### src/rtl/reaction_timer_if.sv
// Signal bundle between the input stage, the reaction timer and the display logic.
// The timer connects through the slave modport; the producer/consumer side uses master.
interface reaction_timer_if;
  logic        start;
  logic        space_pressed;
  logic        leftClick_pressed;
  logic        stimulus;
  logic        busy;
  logic [13:0] result_ms;
  logic        result_valid;
  logic        too_early;
  logic        timeout;
  logic [13:0] best_ms;

  modport slave (
    input  start, space_pressed, leftClick_pressed,
    output stimulus, busy, result_ms, result_valid, too_early, timeout, best_ms
  );

  modport master (
    output start, space_pressed, leftClick_pressed,
    input  stimulus, busy, result_ms, result_valid, too_early, timeout, best_ms
  );
endinterface

### src/rtl/reaction_timer.sv
// One reaction-time trial per start rise: a pseudo-random wait, then a visual stimulus,
// then the response time in milliseconds, with false-start, timeout and best-score tracking.
module reaction_timer #(
  parameter int          TICKS_PER_MS = 50000,
  parameter int          MIN_DELAY_MS = 1000,
  parameter logic [10:0] DELAY_MASK   = 11'h7FF,
  parameter int          MAX_MS       = 9999
) (
  input  logic          CLOCK_50,
  input  logic          reset,
  reaction_timer_if.slave bus
);

  localparam int TW = (TICKS_PER_MS > 1) ? $clog2(TICKS_PER_MS) : 1;
  localparam logic [TW-1:0] TICK_LAST = TW'(TICKS_PER_MS - 1);
  localparam logic [13:0]   MAX_C     = 14'(MAX_MS);
  localparam logic [13:0]   MIN_C     = 14'(MIN_DELAY_MS);

  localparam logic [2:0] S_IDLE    = 3'd0;
  localparam logic [2:0] S_WAIT    = 3'd1;
  localparam logic [2:0] S_GO      = 3'd2;
  localparam logic [2:0] S_DONE    = 3'd3;
  localparam logic [2:0] S_EARLY   = 3'd4;
  localparam logic [2:0] S_TIMEOUT = 3'd5;

  logic [2:0]    r_state;
  logic [15:0]   r_lfsr;
  logic [TW-1:0] r_tick;
  logic [13:0]   r_msCnt;
  logic [13:0]   r_delayMs;
  logic          r_start, r_startD, r_resp, r_respD;
  logic [13:0]   r_resultMs;
  logic          r_resultValid, r_tooEarly, r_timeout;
  logic [13:0]   r_bestMs;

  logic          w_startRise, w_respRise, w_tickWrap;
  logic          w_delayHit, w_maxHit, w_feedback;
  logic [13:0]   w_msInc, w_hitResult;
  logic [2:0]    w_nextState;

  assign w_startRise = r_start & ~r_startD;
  assign w_respRise  = r_resp & ~r_respD;
  assign w_tickWrap  = (r_tick == TICK_LAST);
  assign w_msInc     = (r_msCnt == MAX_C) ? r_msCnt : r_msCnt + 14'd1;
  assign w_feedback  = r_lfsr[15] ^ r_lfsr[13] ^ r_lfsr[12] ^ r_lfsr[10];

  // Both thresholds look one cycle ahead so the state changes exactly as ms_cnt reaches them.
  assign w_delayHit  = w_tickWrap && (r_msCnt + 14'd1 == r_delayMs);
  assign w_maxHit    = w_tickWrap && (r_msCnt + 14'd1 == MAX_C);
  assign w_hitResult = w_maxHit ? MAX_C : r_msCnt;

  always_comb begin
    w_nextState = r_state;
    case (r_state)
      S_IDLE, S_DONE, S_EARLY, S_TIMEOUT:
        if (w_startRise) w_nextState = S_WAIT;
      S_WAIT:
        if (w_respRise)      w_nextState = S_EARLY;
        else if (w_delayHit) w_nextState = S_GO;
      S_GO:
        if (w_respRise)      w_nextState = S_DONE;
        else if (w_maxHit)   w_nextState = S_TIMEOUT;
      default:
        w_nextState = S_IDLE;
    endcase
  end

  always_ff @(posedge CLOCK_50) begin
    if (reset) begin
      r_state       <= S_IDLE;
      r_lfsr        <= 16'hACE1;
      r_tick        <= '0;
      r_msCnt       <= '0;
      r_delayMs     <= '0;
      r_start       <= 1'b0;
      r_startD      <= 1'b0;
      r_resp        <= 1'b0;
      r_respD       <= 1'b0;
      r_resultMs    <= '0;
      r_resultValid <= 1'b0;
      r_tooEarly    <= 1'b0;
      r_timeout     <= 1'b0;
      r_bestMs      <= MAX_C;
    end else begin
      r_start       <= bus.start;
      r_startD      <= r_start;
      r_resp        <= bus.space_pressed | bus.leftClick_pressed;
      r_respD       <= r_resp;
      r_lfsr        <= {r_lfsr[14:0], w_feedback};
      r_state       <= w_nextState;
      r_resultValid <= 1'b0;

      if (w_nextState != r_state) begin
        r_tick  <= '0;
        r_msCnt <= '0;
      end else if (w_tickWrap) begin
        r_tick  <= '0;
        r_msCnt <= w_msInc;
      end else begin
        r_tick  <= r_tick + TW'(1);
      end

      case (r_state)
        S_IDLE, S_DONE, S_EARLY, S_TIMEOUT:
          if (w_startRise) begin
            r_delayMs  <= MIN_C + 14'(r_lfsr[10:0] & DELAY_MASK);
            r_tooEarly <= 1'b0;
            r_timeout  <= 1'b0;
          end
        S_WAIT:
          if (w_respRise) r_tooEarly <= 1'b1;
        S_GO:
          if (w_respRise) begin
            r_resultMs    <= w_hitResult;
            r_resultValid <= 1'b1;
            if (w_hitResult < r_bestMs) r_bestMs <= w_hitResult;
          end else if (w_maxHit) begin
            r_resultMs <= MAX_C;
            r_timeout  <= 1'b1;
          end
        default: ;
      endcase
    end
  end

  assign bus.stimulus     = (r_state == S_GO);
  assign bus.busy         = (r_state == S_WAIT) || (r_state == S_GO);
  assign bus.result_ms    = r_resultMs;
  assign bus.result_valid = r_resultValid;
  assign bus.too_early    = r_tooEarly;
  assign bus.timeout      = r_timeout;
  assign bus.best_ms      = r_bestMs;

endmodule

### src/flat_wrapper.sv
// flat-port wrapper written by rule: the top's interface ports become plain ports
module reaction_timer_flat 
#(
  parameter int          TICKS_PER_MS = 50000,
  parameter int          MIN_DELAY_MS = 1000,
  parameter logic [10:0] DELAY_MASK   = 11'h7FF,
  parameter int          MAX_MS       = 9999
)
  (CLOCK_50, reset, bus_start, bus_space_pressed, bus_leftClick_pressed, bus_stimulus, bus_busy, bus_result_ms, bus_result_valid, bus_too_early, bus_timeout, bus_best_ms);
  reaction_timer_if bus_i ();
  input  logic CLOCK_50;
  input  logic reset;
  input wire logic [$bits(bus_i.start)-1:0] bus_start;
  input wire logic [$bits(bus_i.space_pressed)-1:0] bus_space_pressed;
  input wire logic [$bits(bus_i.leftClick_pressed)-1:0] bus_leftClick_pressed;
  output wire logic [$bits(bus_i.stimulus)-1:0] bus_stimulus;
  output wire logic [$bits(bus_i.busy)-1:0] bus_busy;
  output wire logic [$bits(bus_i.result_ms)-1:0] bus_result_ms;
  output wire logic [$bits(bus_i.result_valid)-1:0] bus_result_valid;
  output wire logic [$bits(bus_i.too_early)-1:0] bus_too_early;
  output wire logic [$bits(bus_i.timeout)-1:0] bus_timeout;
  output wire logic [$bits(bus_i.best_ms)-1:0] bus_best_ms;
  assign bus_i.start = bus_start;
  assign bus_i.space_pressed = bus_space_pressed;
  assign bus_i.leftClick_pressed = bus_leftClick_pressed;
  assign bus_stimulus = bus_i.stimulus;
  assign bus_busy = bus_i.busy;
  assign bus_result_ms = bus_i.result_ms;
  assign bus_result_valid = bus_i.result_valid;
  assign bus_too_early = bus_i.too_early;
  assign bus_timeout = bus_i.timeout;
  assign bus_best_ms = bus_i.best_ms;
  reaction_timer #(.TICKS_PER_MS(TICKS_PER_MS), .MIN_DELAY_MS(MIN_DELAY_MS), .DELAY_MASK(DELAY_MASK), .MAX_MS(MAX_MS)) u_core (.CLOCK_50(CLOCK_50), .reset(reset), .bus(bus_i));
endmodule
### config.mk
export PLATFORM = sky130hd
export DESIGN_NAME = reaction_timer_flat
export DESIGN_NICKNAME = d
export VERILOG_FILES = /design/src/rtl/reaction_timer_if.sv /design/src/rtl/reaction_timer.sv /design/src/flat_wrapper.sv
export SDC_FILE = /design/constraint.sdc
export NUM_CORES = 1
export LEC_CHECK = 0
export CAP_MARGIN = 0
export CORE_MARGIN = 3
export CORE_UTILIZATION = 35
export CTS_CLUSTER_DIAMETER = 40
export CTS_CLUSTER_SIZE = 25
export DETAILED_ROUTE_END_ITERATION = 8
export RECOVER_POWER = 100
export SYNTH_ARGS = -nofsm -noshare
export SYNTH_HDL_FRONTEND = slang
export SYNTH_SLANG_ARGS = --single-unit
### constraint.sdc
create_clock -name CLOCK_50 -period 5 [get_ports CLOCK_50]
set_input_delay 1 -clock CLOCK_50 [delete_from_list [all_inputs] [get_ports CLOCK_50]]
set_output_delay 1 -clock CLOCK_50 [all_outputs]
set_load 0.01 [all_outputs]
Word-level counts from Yosys, hierarchy flattened
Index checks and enable logic that the tools add are counted.

storage, ports and cells
  register bits after elaboration = 98
  bits of input ports = 5
  word-level logic and storage cells = 75

cells by class
  $add $sub $neg = 3
  magnitude comparators = 1
  equality and inequality tests = 14
  mux-type cells = 16
  bitwise operators = 10
  reductions and logical operators = 17

operators by type and width
  kind                                                                    number
  14-bit two-way mux                                                      3
  14-bit equality test (second input constant)                            2
  16-bit by 1-bit adder with 16-bit output (second input constant)        1
  16-bit equality test (second input constant)                            1
  3-bit two-way mux                                                       5
  14-bit by 1-bit adder with 14-bit output (second input constant)        1
  14-bit equality test                                                    1
  14-bit less-than comparator                                             1
  10-bit by 11-bit adder with 12-bit output (first input constant)        1
  3-bit case mux with 3 select lines                                      1
  3-bit by 2-bit equality test with 1-bit output (second input constant)  2
  3-bit equality test (second input constant)                             2
  2-bit by 1-bit != test with 1-bit output (second input constant)        3
  2-bit AND reduction                                                     3
  3-bit AND reduction                                                     2
  2-bit nonzero test                                                      3
  1-bit two-way mux                                                       5
  1-bit NOT                                                               4
  1-bit case mux with 2 select lines                                      2
  4-bit AND reduction                                                     1
  2-bit OR reduction                                                      2
  4-bit OR reduction                                                      1
  3-bit by 1-bit equality test with 1-bit output (second input constant)  1
  3-bit zero test                                                         1
  8 further kinds                                                         12

Depth between registers and ports, before layout
Gate-level depths: netlist of run 1.

  depth in word-level cells = 8
  mapped depth = 18

Worst setup path after synthesis of run 1
Ideal clock, no wire load.

  path kind = register to register
  from = register u_core.r_msCnt[1]
  to = register u_core.r_bestMs[4], in the netlist u_core.bus.best_ms[4]
  data arrival time = 3850 ps
  setup slack = 1078 ps
  cell stages (with the launch flop) = 19
  buffers on the path = 5
  period minus slack after synthesis = 3922 ps
  cell sequence = dfxtp_1 ha_1 clkbuf_1 and3_1 buf_2 xnor2_1 o31a_1 or4_4 buf_6 buf_2 nand2b_1 ha_1 a21oi_1 o21a_1 o211a_1 o211ai_1 a31oi_1 buf_4 mux2i_1

between the ends
  cells in the longest elaborated chain, start to end = 6

RTL lines
  element                                   RTL line               source
  start: declaration                        reaction_timer.sv:29   logic [13:0] r_msCnt;
  start signal: assignment                  reaction_timer.sv:98   r_msCnt <= w_msInc;
  14-bit by 1-bit adder with 14-bit output  reaction_timer.sv:49   assign w_maxHit = w_tickWrap && (r_msCnt + 14'd1 == MAX_C);
  14-bit equality test                      reaction_timer.sv:49
  1-bit logical AND                         reaction_timer.sv:49
  14-bit two-way mux                        reaction_timer.sv:50   assign w_hitResult = w_maxHit ? MAX_C : r_msCnt;
  net u_core.w_hitResult[3]                 reaction_timer.sv:38   logic [13:0] w_msInc, w_hitResult;
  14-bit less-than comparator               reaction_timer.sv:116  if (w_hitResult < r_bestMs) r_bestMs <= w_hitResult;
  3-bit AND reduction (no line)             n/a
  end signal: assignment                    reaction_timer.sv:116
  end: declaration                          reaction_timer.sv:34   logic [13:0] r_bestMs;

The timed path passes the listed nets, and every way through them passes these cells.
A chain may end at the register's enable or synchronous reset.

Final worst setup path of run 1
  from = register u_core.r_msCnt[1]
  to = register u_core.r_bestMs[2], in the netlist u_core.bus.best_ms[2]

Same word-level chain as after synthesis.

==> results of run 1 <==
==> logic make-up after synthesis <==
| logic type | count (synthesis) | synth area share [%] |
|---|---|---|
| compound gates | 109 | 15.3 |
| xor+xnor | 51 | 9.21 |
| fa+ha+maj | 17 | 4.26 |
| buf+inv | 71 | 5.71 |
| flops | 96 | 38.4 |
| mux | 13 | 2.60 |
| simple gates | 239 | 24.5 |
==> power by group through the flow <==
stage                     Clock, uW  Sequential [uW]  Combinational [uW]
after global placement            0              818                85.6
after floorplan                   0              812                68.2
after CTS                       851              801                87.3
after detailed placement          0              818                86.8
final                           828              801                85.4
after global routing            884              803                96.7
==> path summary, 6_finish.rpt <==
path	end	from	slack, ns
max	u_core.bus.best_ms[2]	u_core.r_msCnt[1]	0.68
min	u_core.r_lfsr[15]	u_core.r_lfsr[14]	0.42
max reg2reg	u_core.bus.best_ms[2]	u_core.r_msCnt[1]	0.68
min reg2reg	u_core.r_lfsr[15]	u_core.r_lfsr[14]	0.42
==> metrics by stage <==
stage	cells	setup slack [ns]	util, %
6_report	788	0.684	41.6
5_1_grt	788	0.407	41.6
4_1_cts	788	1.03	41.7
3_5_place_dp	772	1.06	39.1
3_3_place_gp	772	1.26	39.1
2_1_floorplan	596	1.08	-
==> synth_stat cells, drive strengths merged, types with 3 or more instances <==
cell	n	area [um2]
a211oi	14	105
a21o	4	30.0
a21oi	26	138
a22oi	3	22.5
a31oi	13	81.3
and3	9	56.3
and4	3	26.3
buf	9	52.6
clkbuf	39	146
dfxtp	96	1920
ha	17	213
inv	23	86.3
mux2i	13	130
nand2	67	251
nand2b	11	68.8
nand3	12	60.1
nand3b	3	22.5
nand4	13	81.3
nor2	57	214
nor2b	18	113
nor3	7	35.0
nor3b	8	60.1
nor4	7	58.8
o2111ai	4	35.0
o211a	3	30.0
o211ai	14	110
o21ai	8	43.8
o31a	4	35.0
or2	12	75.1
or3	6	42.5
xnor2	24	210
xor2	26	228
==> worst register-to-register path: stages (launching register included) <==
cell and delay (ns):
dfxtp_1 0.50, ha_1 0.37, and3_1 0.41, xnor2_1 0.17
a31oi_1 0.14, or4_1 0.89, nand2b_1 0.20, ha_1 0.26
nand4_1 0.13, nor3_1 0.08, a22oi_1 0.20, o211ai_1 0.19
a31oi_2 0.17, buf_4 0.28, mux2i_1 0.24
==> cell type report <==
cell class	instances	area, um2	share of cell area (%)
Clock buffer	12	267	4.60
Clock inverter	4	98.8	1.71
Inverter	23	86.3	1.49
Multi-Input combinational cell	429	2780	47.9
Sequential cell	96	1920	33.2
Tap cell	180	225	3.89
Timing Repair Buffer	44	417	7.19
==> routing by layer <==
metal	global-route usage, %	up-vias	wire, um
li1	-	2078	-
met1	21.6	2070	5870
met2	25.2	157	5800
met5	0	-	0
met3	3.46	27	750
met4	8.99	0	351
==> sequential cells by signal, indices dropped and copies added (netlist names) <==
register	count
u_core.r_state	3
u_core.r_resp	1
u_core.bus.best_ms	14
u_core.r_msCnt	14
u_core.bus.timeout	1
u_core.r_tick	16
u_core.r_delayMs	12
u_core.r_respD	1
u_core.bus.too_early	1
u_core.bus.result_ms	14
u_core.r_start	1
u_core.r_lfsr	16
u_core.bus.result_valid	1
u_core.r_startD	1
==> out/metrics.csv, run 1 <==
stage;metric;value;unit
placed_design;place_congestion;0.897;
synthesis;ys_seq_area_share;38.4;%
clocking;numClockSinks;96;
clocking;htreeDepth;3;
clocking;cts_buffer_depth;2;
sta;hold_viol;0;
worst_setup_path;crit_top_cell;ha_1;
clocking;postCtsHoldBufs;0;
sta;fmax;232;MHz
status;violations;max-capacitance violations, max-slew violations;
synthesis;synth-edff-count;0;
pwr;clock_power_share;48.3;%
worst_hold_path;holdPathStages;1;
cells_and_area;diodes;0;
pwr;power.density;296;nW/um2
detailed_routing;drtAntennaViolNets;0;
sta;rsz0062_at_grt;no;
sta;hold_slack;0.418;ns
clocking;cts_setup_buffers;0;
job;cap_violations;1;
detailed_routing;drtIter0Drc;256;
clocking;root_buffer;clkbuf_16;
placed_design;placed_cell_area;5450;um2
synthesis;synth-main-ff-cell;dfxtp_1;
floorplan;die_h;126;um
cells_and_area;fillers;1343;
clocking;cts_buffers;9;
worst_setup_path;cp.required;5.28;ns
floorplan;core;13900;um2
synthesis;synth.distinct_cells;57;
pwr;intPower;1350;uW
worst_setup_path;crit_path_top_delay_cell;or4_1;
cells_and_area;mostFrequentLayoutCells;dfxtp_1, nand2_1, nor2_1, dlygate4sd3_1, xor2_1;
sta;skew;0.00822;ns
placed_design;hpwl;8.93;mm
pwr;comb_power_share;5.0;%
detailed_routing;vias_per_cell;5.50;
detailed_routing;wl_per_cell;16.2;um
worst_setup_path;path_buf_inv;1;
synthesis;synthesis.nets;618;
worst_setup_path;crit_cells;14;
worst_setup_path;max_stage_delay;0.89;ns
cells_and_area;fin_nets;625;
cells_and_area;area_growth;15.9;%
synthesis;netlist_instances;596;
worst_setup_path;arrival;4.59;ns
grt;overflow;0;
sta;setup_viol;0;
sta;slew_headroom;-4.64;%
pwr;p_seq_share;46.7;%
pwr;finalPower;1710;uW
grt;grt.total_usage;16.5;%
cells_and_area;drive_gt1_share;6.09;%
worst_hold_path;hold_class;flip-flop to flip-flop;
synthesis;syn_area;5000;um2
floorplan;initial_core_util;35.9;%
status;status;finished with violations;
floorplan;die_w;126;um
detailed_routing;drc;0;
pwr;p_leak;0.00216;uW
grt;antenna_found_initial;0;
detailed_routing;drt_pre_antenna_iters;5;
cells_and_area;final_common_cell;dfxtp_1;
synthesis;yosysWarnings;0;
cells_and_area;final_area;5790;um2
worst_setup_path;critPathLaunchType;flip-flop;
sta;timing.final.crit_share;86.3;%
detailed_routing;routed_wl;12.8;mm
detailed_routing;vias;4332;
sta;tns;0;ns
sta;tightest_slew;1.57;ns
clocking;cts_tree;yes;
worst_setup_path;endpoint_kind;flip-flop;
pwr;vdd_drop_max;0.196;mV
synthesis;ys_ff_latch;96;
floorplan;dieArea;15800;um2
grt;grt_pass1_wl;21.0;mm
worst_setup_path;cp_max_fo;21;
worst_setup_path;crit_chain;ha_1, and3_1, xnor2_1, a31oi_1, or4_1, nand2b_1, ha_1, nand4_1, nor3_1, a22oi_1, o211ai_1, a31oi_2, buf_4, mux2i_1;
grt;grt_max_degree;41;
worst_setup_path;reg2reg_depth;14;
grt;first_global_vias;4140;
pwr;swShare;21.2;%
floorplan;num_rows;43;
clocking;worstSkewPairLatency;0.35;ns
sta;fin_crit;4.32;ns
clocking;cts_resized;0;
pwr;power.switching;364;uW
worst_setup_path;worstSetupPathType;flip-flop to flip-flop;
sta;maxSlewViolCount;41;
placed_design;io_buffers;37;
clocking;path_clk_slew;0.07;ns
synthesis;syn_area_per_cell;8.39;um2
worst_setup_path;worst_path_dominant_cell_family;simple AND/OR/NAND/NOR gates;
floorplan;ios;38;
synthesis;synthArstFlopShare;0;%
No activity file was read; power rests on OpenSTA's default activity.
==> inputs of run 2 (changes only) <==
--- a/config.mk
+++ b/config.mk
@@ -11,7 +11,9 @@
 export CTS_CLUSTER_DIAMETER = 40
 export CTS_CLUSTER_SIZE = 25
 export DETAILED_ROUTE_END_ITERATION = 8
+export MAX_ROUTING_LAYER = met4
 export RECOVER_POWER = 100
+export SETUP_SLACK_MARGIN = 0.1
 export SYNTH_ARGS = -nofsm -noshare
 export SYNTH_HDL_FRONTEND = slang
 export SYNTH_SLANG_ARGS = --single-unit
==> constraint.sdc (replaced) <==
create_clock -name CLOCK_50 -period 4.9 [get_ports CLOCK_50]
set_input_delay 0.98 -clock CLOCK_50 [delete_from_list [all_inputs] [get_ports CLOCK_50]]
set_output_delay 0.98 -clock CLOCK_50 [all_outputs]
set_load 0.01 [all_outputs]
==> run 2 against run 1 <==
  * The flow still finishes with violations (max-capacitance violations, max-slew violations)
  * Routed wire length fell by 2.2%
  * Sequential power rose by 2%
  * First-iteration DRC count rose by 6.3%
  * Power fell by 5.0%
  * Clock power fell by 12%
  * Register-to-register slack improved by 0.11 ns
  * Clock skew fell by 0.00065 ns
  * Setup slack improved by 0.11 ns
  * Non-clock buffer count fell by 1
  * Design area fell by 1.2%
  * Largest power group is now registers
==> out/metrics.csv, run 2 (synthesis gave the netlist of run 1 again) <==
stage;metric;value;unit;change
clocking;path_clk_slew;0.07;ns;about the same
sta;setup_viol;0;;unchanged
detailed_routing;vias;4213;;was 4332
worst_setup_path;r2r_slack;0.80;ns;was 0.68 ns
grt;antenna_found_initial;0;;unchanged
worst_setup_path;cp_max_fo;21;;unchanged
worst_hold_path;hold_class;flip-flop to flip-flop;;unchanged
floorplan;die_w;126;um;unchanged
placed_design;hpwl;8.88;mm;was 8.93 mm
worst_setup_path;r2r_start;u_core.r_msCnt[1];;unchanged
pwr;p_seq_share;50.2;%;was 46.7%
sta;timing.final.crit_share;83.7;%;was 86.3%
placed_design;placed_cell_area;5440;um2;was 5450 um2
placed_design;place_congestion;0.901;;was 0.897
sta;maxSlewViolCount;37;;was 41
pwr;clock_power_share;44.5;%;was 48.3%
cells_and_area;diodes;0;;unchanged
clocking;cts_resized;0;;unchanged
detailed_routing;drtAntennaViolNets;0;;unchanged
sta;fmax;244;MHz;was 232 MHz
sta;hold_viol;0;;unchanged
clocking;cts_buffers;9;;unchanged
sta;tns;0;ns;unchanged
grt;grt_pass1_wl;20.7;mm;was 21.0 mm
pwr;intPower;1260;uW;was 1350 uW
clocking;root_buffer;clkbuf_16;;unchanged
worst_setup_path;endpoint_kind;flip-flop;;unchanged
detailed_routing;drt_pre_antenna_iters;6;;was 5
worst_setup_path;critPathLaunchType;flip-flop;;unchanged
cells_and_area;area_growth;14.5;%;was 15.9%
sta;skew;0.00757;ns;was 0.00822 ns
clocking;cts_tree;yes;;unchanged
sta;finalWorstSetupSlack;0.796;ns;was 0.684 ns
worst_setup_path;arrival;4.39;ns;was 4.59 ns
grt;overflow;0;;unchanged
worst_setup_path;worstSetupPathType;flip-flop to flip-flop;;unchanged
job;cap_violations;1;;unchanged
clocking;cts_buffer_depth;2;;unchanged
placed_design;preCtsSetupSlack;1.02;ns;was 1.06 ns
floorplan;die_h;126;um;unchanged
sta;fin_crit;4.10;ns;was 4.32 ns
cells_and_area;mostFrequentLayoutCells;dfxtp_1, nand2_1, nor2_1, dlygate4sd3_1, xor2_1;;unchanged
detailed_routing;drc;0;;unchanged
grt;grt.total_usage;16.8;%;was 16.5%
cells_and_area;drive_gt1_share;5.93;%;was 6.09%
sta;rsz0062_at_grt;no;;unchanged
grt;first_global_vias;3985;;was 4140
clocking;postCtsHoldBufs;0;;unchanged
cells_and_area;fin_nets;624;;was 625
pwr;vdd_drop_max;0.138;mV;was 0.196 mV
placed_design;io_buffers;37;;unchanged
cells_and_area;fin_cells;787;;was 788
floorplan;core;13900;um2;unchanged
clocking;htreeDepth;3;;unchanged
clocking;numClockSinks;96;;unchanged
worst_hold_path;hold_end;u_core.r_lfsr[15];;unchanged
clocking;cts_setup_buffers;0;;unchanged
cells_and_area;final_common_cell;dfxtp_1;;unchanged
sta;slew_headroom;-6.86;%;was -4.64%
placed_design;dpl.cell_count;771;;was 772
status;status;finished with violations;;unchanged
floorplan;num_rows;43;;unchanged
worst_hold_path;min_from;u_core.r_lfsr[14];;unchanged
pwr;power.switching;370;uW;was 364 uW
cells_and_area;final_area;5720;um2;was 5790 um2
worst_setup_path;reg2reg_depth;14;;unchanged
floorplan;ios;38;;unchanged
detailed_routing;routed_wl;12.5;mm;was 12.8 mm
detailed_routing;drtIter0Drc;272;;was 256
pwr;comb_power_share;5.3;%;was 5.0%
worst_hold_path;holdPathStages;1;;unchanged
floorplan;dieArea;15800;um2;unchanged
grt;grt_max_degree;37;;was 41
detailed_routing;wl_per_cell;15.9;um;was 16.2 um
worst_setup_path;reg2reg_to;u_core.bus.best_ms[9];;was u_core.bus.best_ms[2]
pwr;power.density;284;nW/um2;was 296 nW/um2
pwr;finalPower;1630;uW;was 1710 uW
sta;tightest_slew;1.60;ns;was 1.57 ns
status;violations;max-capacitance violations, max-slew violations;;unchanged
pwr;swShare;22.7;%;was 21.2%
detailed_routing;vias_per_cell;5.35;;was 5.50
cells_and_area;top_regs;u_core.r_lfsr: 16 flops, u_core.r_tick: 16 flops;;unchanged
floorplan;initial_core_util;35.9;%;unchanged
worst_setup_path;cp.required;5.18;ns;was 5.28 ns
pwr;p_leak;0.00212;uW;was 0.00216 uW
clocking;worstSkewPairLatency;0.36;ns;was 0.35 ns
-- run 2: power by group through the flow --
| stage | logic, uW | registers (uW) | clock network (uW) |
|---|---|---|---|
| finish | 86.5 | 817 | 725 |
| global route | 98.0 | 821 | 774 |
| CTS | 88.5 | 817 | 749 |
| detailed placement | 88.0 | 835 | 0 |
| global placement | 87.3 | 835 | 0 |
| floorplan | 69.6 | 829 | 0 |
-- run 2: area by class of cell --
type	instances	area (um2)
clock buffers	11	253
inverters	23	86.3
flip-flops and latches	96	1920
clock inverters	5	55.1
repair buffers	43	403
fillers	1360	8210
multi-input cells	429	2780
well taps	180	225
-- run 2: worst max-delay path, stage by stage (launching register included) --
cell	delay, ns
dfxtp_1	0.48
ha_1	0.36
and3_1	0.40
xnor2_1	0.10
o31a_1	0.29
or4_4	0.63
nand2b_1	0.12
ha_1	0.24
a21oi_1	0.14
o21a_1	0.16
o211a_1	0.16
o211ai_1	0.12
a31oi_2	0.16
clkbuf_2	0.41
mux2i_1	0.25
-- run 2: stage by stage --
step	hold slack, ns	util (%)
finish	0.415	41.1
floorplan	0.389	-
CTS	0.419	41.3
global route	0.432	41.1
detailed placement	0.402	39.1
global placement	0.398	39.1
-- run 2: metal layers --
layer / vias to the layer above / wire [um] / track usage (%)
met2: 121 / 5670 / 25.2
met5: - / 0 / -
met3: 23 / 701 / 2.78
met1: 1985 / 5770 / 21.7
met4: 0 / 342 / 8.67
li1: 2084 / - / -
-- run 2: worst max path at each step --
| stage | from | to | slack (ns) |
|---|---|---|---|
| 5_1_grt | u_core.r_msCnt[0] | u_core.bus.best_ms[9] | 0.41 |
| 2_1_floorplan | u_core.r_msCnt[1] | u_core.bus.best_ms[4] | 0.98 |
| 4_1_cts | u_core.r_msCnt[1] | u_core.bus.best_ms[9] | 0.98 |
| 3_3_place_gp | u_core.r_msCnt[1] | u_core.bus.best_ms[2] | 1.16 |
| 3_5_place_dp | u_core.r_msCnt[1] | u_core.bus.best_ms[9] | 1.02 |
| 6_report | u_core.r_msCnt[1] | u_core.bus.best_ms[9] | 0.80 |
==> inputs of run 3 (changes only) <==
==> constraint.sdc (replaced) <==
create_clock -name CLOCK_50 -period 4.15 [get_ports CLOCK_50]
set_input_delay 0.83 -clock CLOCK_50 [delete_from_list [all_inputs] [get_ports CLOCK_50]]
set_output_delay 0.83 -clock CLOCK_50 [all_outputs]
set_load 0.01 [all_outputs]
==> run 3 against run 2 <==
  * Sequential power up 18%
  * Combinational power up 17%
  * Sequential share of layout area down 0.059 points
  * The flow still finishes with violations (max-capacitance violations, max-slew violations)
  * Largest power group unchanged
==> out/metrics.csv, run 3 (synthesis gave the netlist of run 1 again) <==
stage;metric;value;unit;change
grt;first_global_vias;3984;;was 3985
cells_and_area;area_growth;14.7;%;was 14.5%
detailed_routing;met2_length;5.81;mm;was 5.67 mm
detailed_routing;vias;4178;;was 4213
clocking;path_clk_slew;0.06;ns;was 0.07 ns
sta;fin_crit;3.80;ns;was 4.10 ns
cells_and_area;drive_gt1_share;6.85;%;was 5.93%
status;violations;max-capacitance violations, max-slew violations;;unchanged
worst_setup_path;arrival;4.08;ns;was 4.39 ns
detailed_routing;routed_wl;12.6;mm;was 12.5 mm
clocking;numClockSinks;96;;unchanged
cells_and_area;fin_nets;633;;was 624
placed_design;place_congestion;0.919;;was 0.901
worst_setup_path;cp_max_fo;13;;was 21
pwr;clock_power_share;40.4;%;was 44.5%
grt;overflow;0;;unchanged
pwr;comb_power_share;5.7;%;was 5.3%
sta;hold_slack;0.418;ns;was 0.415 ns
sta;maxSlewViolCount;35;;was 37
pwr;finalPower;1790;uW;was 1630 uW
floorplan;initial_core_util;35.9;%;unchanged
worst_setup_path;r2r_slack;0.35;ns;was 0.80 ns
job;cap_violations;1;;unchanged
pwr;power.density;312;nW/um2;was 284 nW/um2
sta;skew;0.00863;ns;was 0.00757 ns
sta;tightest_slew;1.51;ns;was 1.60 ns
floorplan;dieArea;15800;um2;unchanged
grt;antenna_found_initial;0;;unchanged
worst_setup_path;startpoint;u_core.r_msCnt[2];;was u_core.r_msCnt[1]
detailed_routing;drtAntennaViolNets;0;;unchanged
pwr;swShare;22.8;%;was 22.7%
sta;timing.final.crit_share;91.5;%;was 83.7%
sta;hold_viol;0;;unchanged
status;status;finished with violations;;unchanged
worst_setup_path;crit_end;u_core.bus.best_ms[11];;was u_core.bus.best_ms[9]
clocking;root_buffer;clkbuf_16;;unchanged
sta;fmax;263;MHz;was 244 MHz
detailed_routing;wl_per_cell;15.9;um;about the same
placed_design;hpwl;9.09;mm;was 8.88 mm
placed_design;io_buffers;37;;unchanged
cells_and_area;diodes;0;;unchanged
detailed_routing;drc;0;;unchanged
worst_hold_path;hold_class;flip-flop to flip-flop;;unchanged
worst_setup_path;reg2reg_to;u_core.bus.best_ms[11];;was u_core.bus.best_ms[9]
worst_setup_path;crit_path_top_delay_cell;dfxtp_1;;was or4_4
floorplan;num_rows;43;;unchanged
clocking;cts_buffers;9;;unchanged
sta;setup_viol;0;;unchanged
worst_setup_path;critPathLaunchType;flip-flop;;unchanged
cells_and_area;final_common_cell;dfxtp_1;;unchanged
pwr;intPower;1380;uW;was 1260 uW
detailed_routing;top_layer_used;met4;;unchanged
worst_setup_path;crit_top_cell;nand4_1;;was ha_1
detailed_routing;drt_pre_antenna_iters;4;;was 6
floorplan;ios;38;;unchanged
worst_setup_path;cp.required;4.43;ns;was 5.18 ns
pwr;p_leak;0.00214;uW;was 0.00212 uW
cells_and_area;top_regs;u_core.r_lfsr: 16 flops, u_core.r_tick: 16 flops;;unchanged
clocking;cts_buffer_depth;2;;unchanged
clocking;worstSkewPairLatency;0.35;ns;was 0.36 ns
sta;rsz0062_at_grt;no;;unchanged
detailed_routing;vias_per_cell;5.27;;was 5.35
worst_setup_path;r2r_start;u_core.r_msCnt[2];;was u_core.r_msCnt[1]
pwr;p_seq_share;53.9;%;was 50.2%
cells_and_area;fillers;1390;;was 1360
detailed_routing;wl_met1;6.01;mm;was 5.77 mm
worst_setup_path;worstSetupPathType;flip-flop to flip-flop;;unchanged
detailed_routing;drtIter0Drc;245;;was 272
detailed_routing;wl_met3;517;um;was 701 um
pwr;power.switching;408;uW;was 370 uW
worst_hold_path;holdPathStages;1;;unchanged
floorplan;core;13900;um2;unchanged
clocking;cts_tree;yes;;unchanged
clocking;htreeDepth;3;;unchanged
sta;slew_headroom;-0.849;%;was -6.86%
grt;grt_pass1_wl;21.0;mm;was 20.7 mm
floorplan;die_w;126;um;unchanged
cells_and_area;mostFrequentLayoutCells;dfxtp_1, nand2_1, nor2_1, dlygate4sd3_1, xor2_1;;unchanged
worst_setup_path;max_stage_delay;0.58;ns;was 0.63 ns
grt;grt.total_usage;17.1;%;was 16.8%
sta;tns;0;ns;unchanged
worst_setup_path;crit_chain;nand4_1, nor4_1, o2111ai_1, or4_1, nand2b_1, ha_1, nand4_1, nor3_1, a22oi_1, o211ai_1, a31oi_2, buf_4, mux2i_1;;was ha_1, and3_1, xnor2_1, o31a_1, or4_4, nand2b_1, ha_1, a21oi_1, o21a_1, o211a_1, o211ai_1, a31oi_2, clkbuf_2, mux2i_1
pwr;vdd_drop_max;0.248;mV;was 0.138 mV
grt;grt_max_degree;35;;was 37
worst_setup_path;reg2reg_depth;13;;was 14
worst_setup_path;endpoint_kind;flip-flop;;unchanged
floorplan;die_h;126;um;unchanged
==> run 3: cell types whose count changed in the layout (fill, tap and decap cells not counted), moves of 2 or more <==
cell	previous run	this run
buf_4	4	14
clkbuf_1	2	4
clkbuf_8	2	0
clkinvlp_4	2	0
==> run 3: stage by stage <==
stage	setup WS, ns	cell area (um2)	utilization [%]	cells
detailed placement	0.425	5510	39.5	780
global route	0.102	5730	41.2	793
CTS	0.382	5750	41.3	793
global placement	0.570	5510	39.5	780
finish	0.351	5730	41.2	793
floorplan	0.228	5000	-	596
==> run 3: what timing repair did <==
action / CTS / global route
setup buffers: 0 / 0
hold buffers: 0 / 0
setup endpoints to repair: 0 / 4
resized for setup: 0 / 1
==> run 3: worst min-delay path by stage <==
stage / startpoint / to / slack (ns)
after floorplan: u_core.r_lfsr[14] / u_core.r_lfsr[15] / 0.39
after global placement: u_core.r_lfsr[14] / u_core.r_lfsr[15] / 0.40
after detailed placement: u_core.r_lfsr[14] / u_core.r_lfsr[15] / 0.40
after CTS: u_core.r_lfsr[14] / u_core.r_lfsr[15] / 0.42
after global routing: u_core.r_lfsr[14] / u_core.r_lfsr[15] / 0.44
final: u_core.r_lfsr[14] / u_core.r_lfsr[15] / 0.42
==> run 3: final cells by class <==
cell class | count | area, um2 | area share [%]
Clock buffer | 11 | 233 | 4.06
Multi-Input combinational cell | 429 | 2790 | 48.6
Tap cell | 180 | 225 | 3.93
Timing Repair Buffer | 52 | 473 | 8.25
Inverter | 23 | 86.3 | 1.51
Clock inverter | 2 | 10.0 | 0.175
Sequential cell | 96 | 1920 | 33.5
==> run 3: metal layers <==
layer | up-vias | GRT usage, %
met2 | 89 | 25.8
met3 | 20 | 3.33
met4 | 0 | 6.95
met5 | - | -
met1 | 1970 | 22.5
li1 | 2099 | -
==> run 3: power by group through the flow <==
| stage | clock network (uW) | registers [uW] | logic [uW] |
|---|---|---|---|
| after global routing | 785 | 969 | 117 |
| final | 724 | 966 | 101 |
| after global placement | 0 | 985 | 101 |
| after CTS | 744 | 966 | 104 |
| after floorplan | 0 | 979 | 82.2 |
| after detailed placement | 0 | 986 | 103 |
==> run 3: critical path, delay by kind of cell, from the launching register on <==
family / cells / cell delay (ns)
AO/OA/AOI/OAI: 4 / 0.72
adder cells (fa/ha/maj): 1 / 0.24
buffers and inverters: 1 / 0.27
flip-flops: 1 / 0.58
multiplexers: 1 / 0.22
AND/OR/NAND/NOR: 6 / 1.69
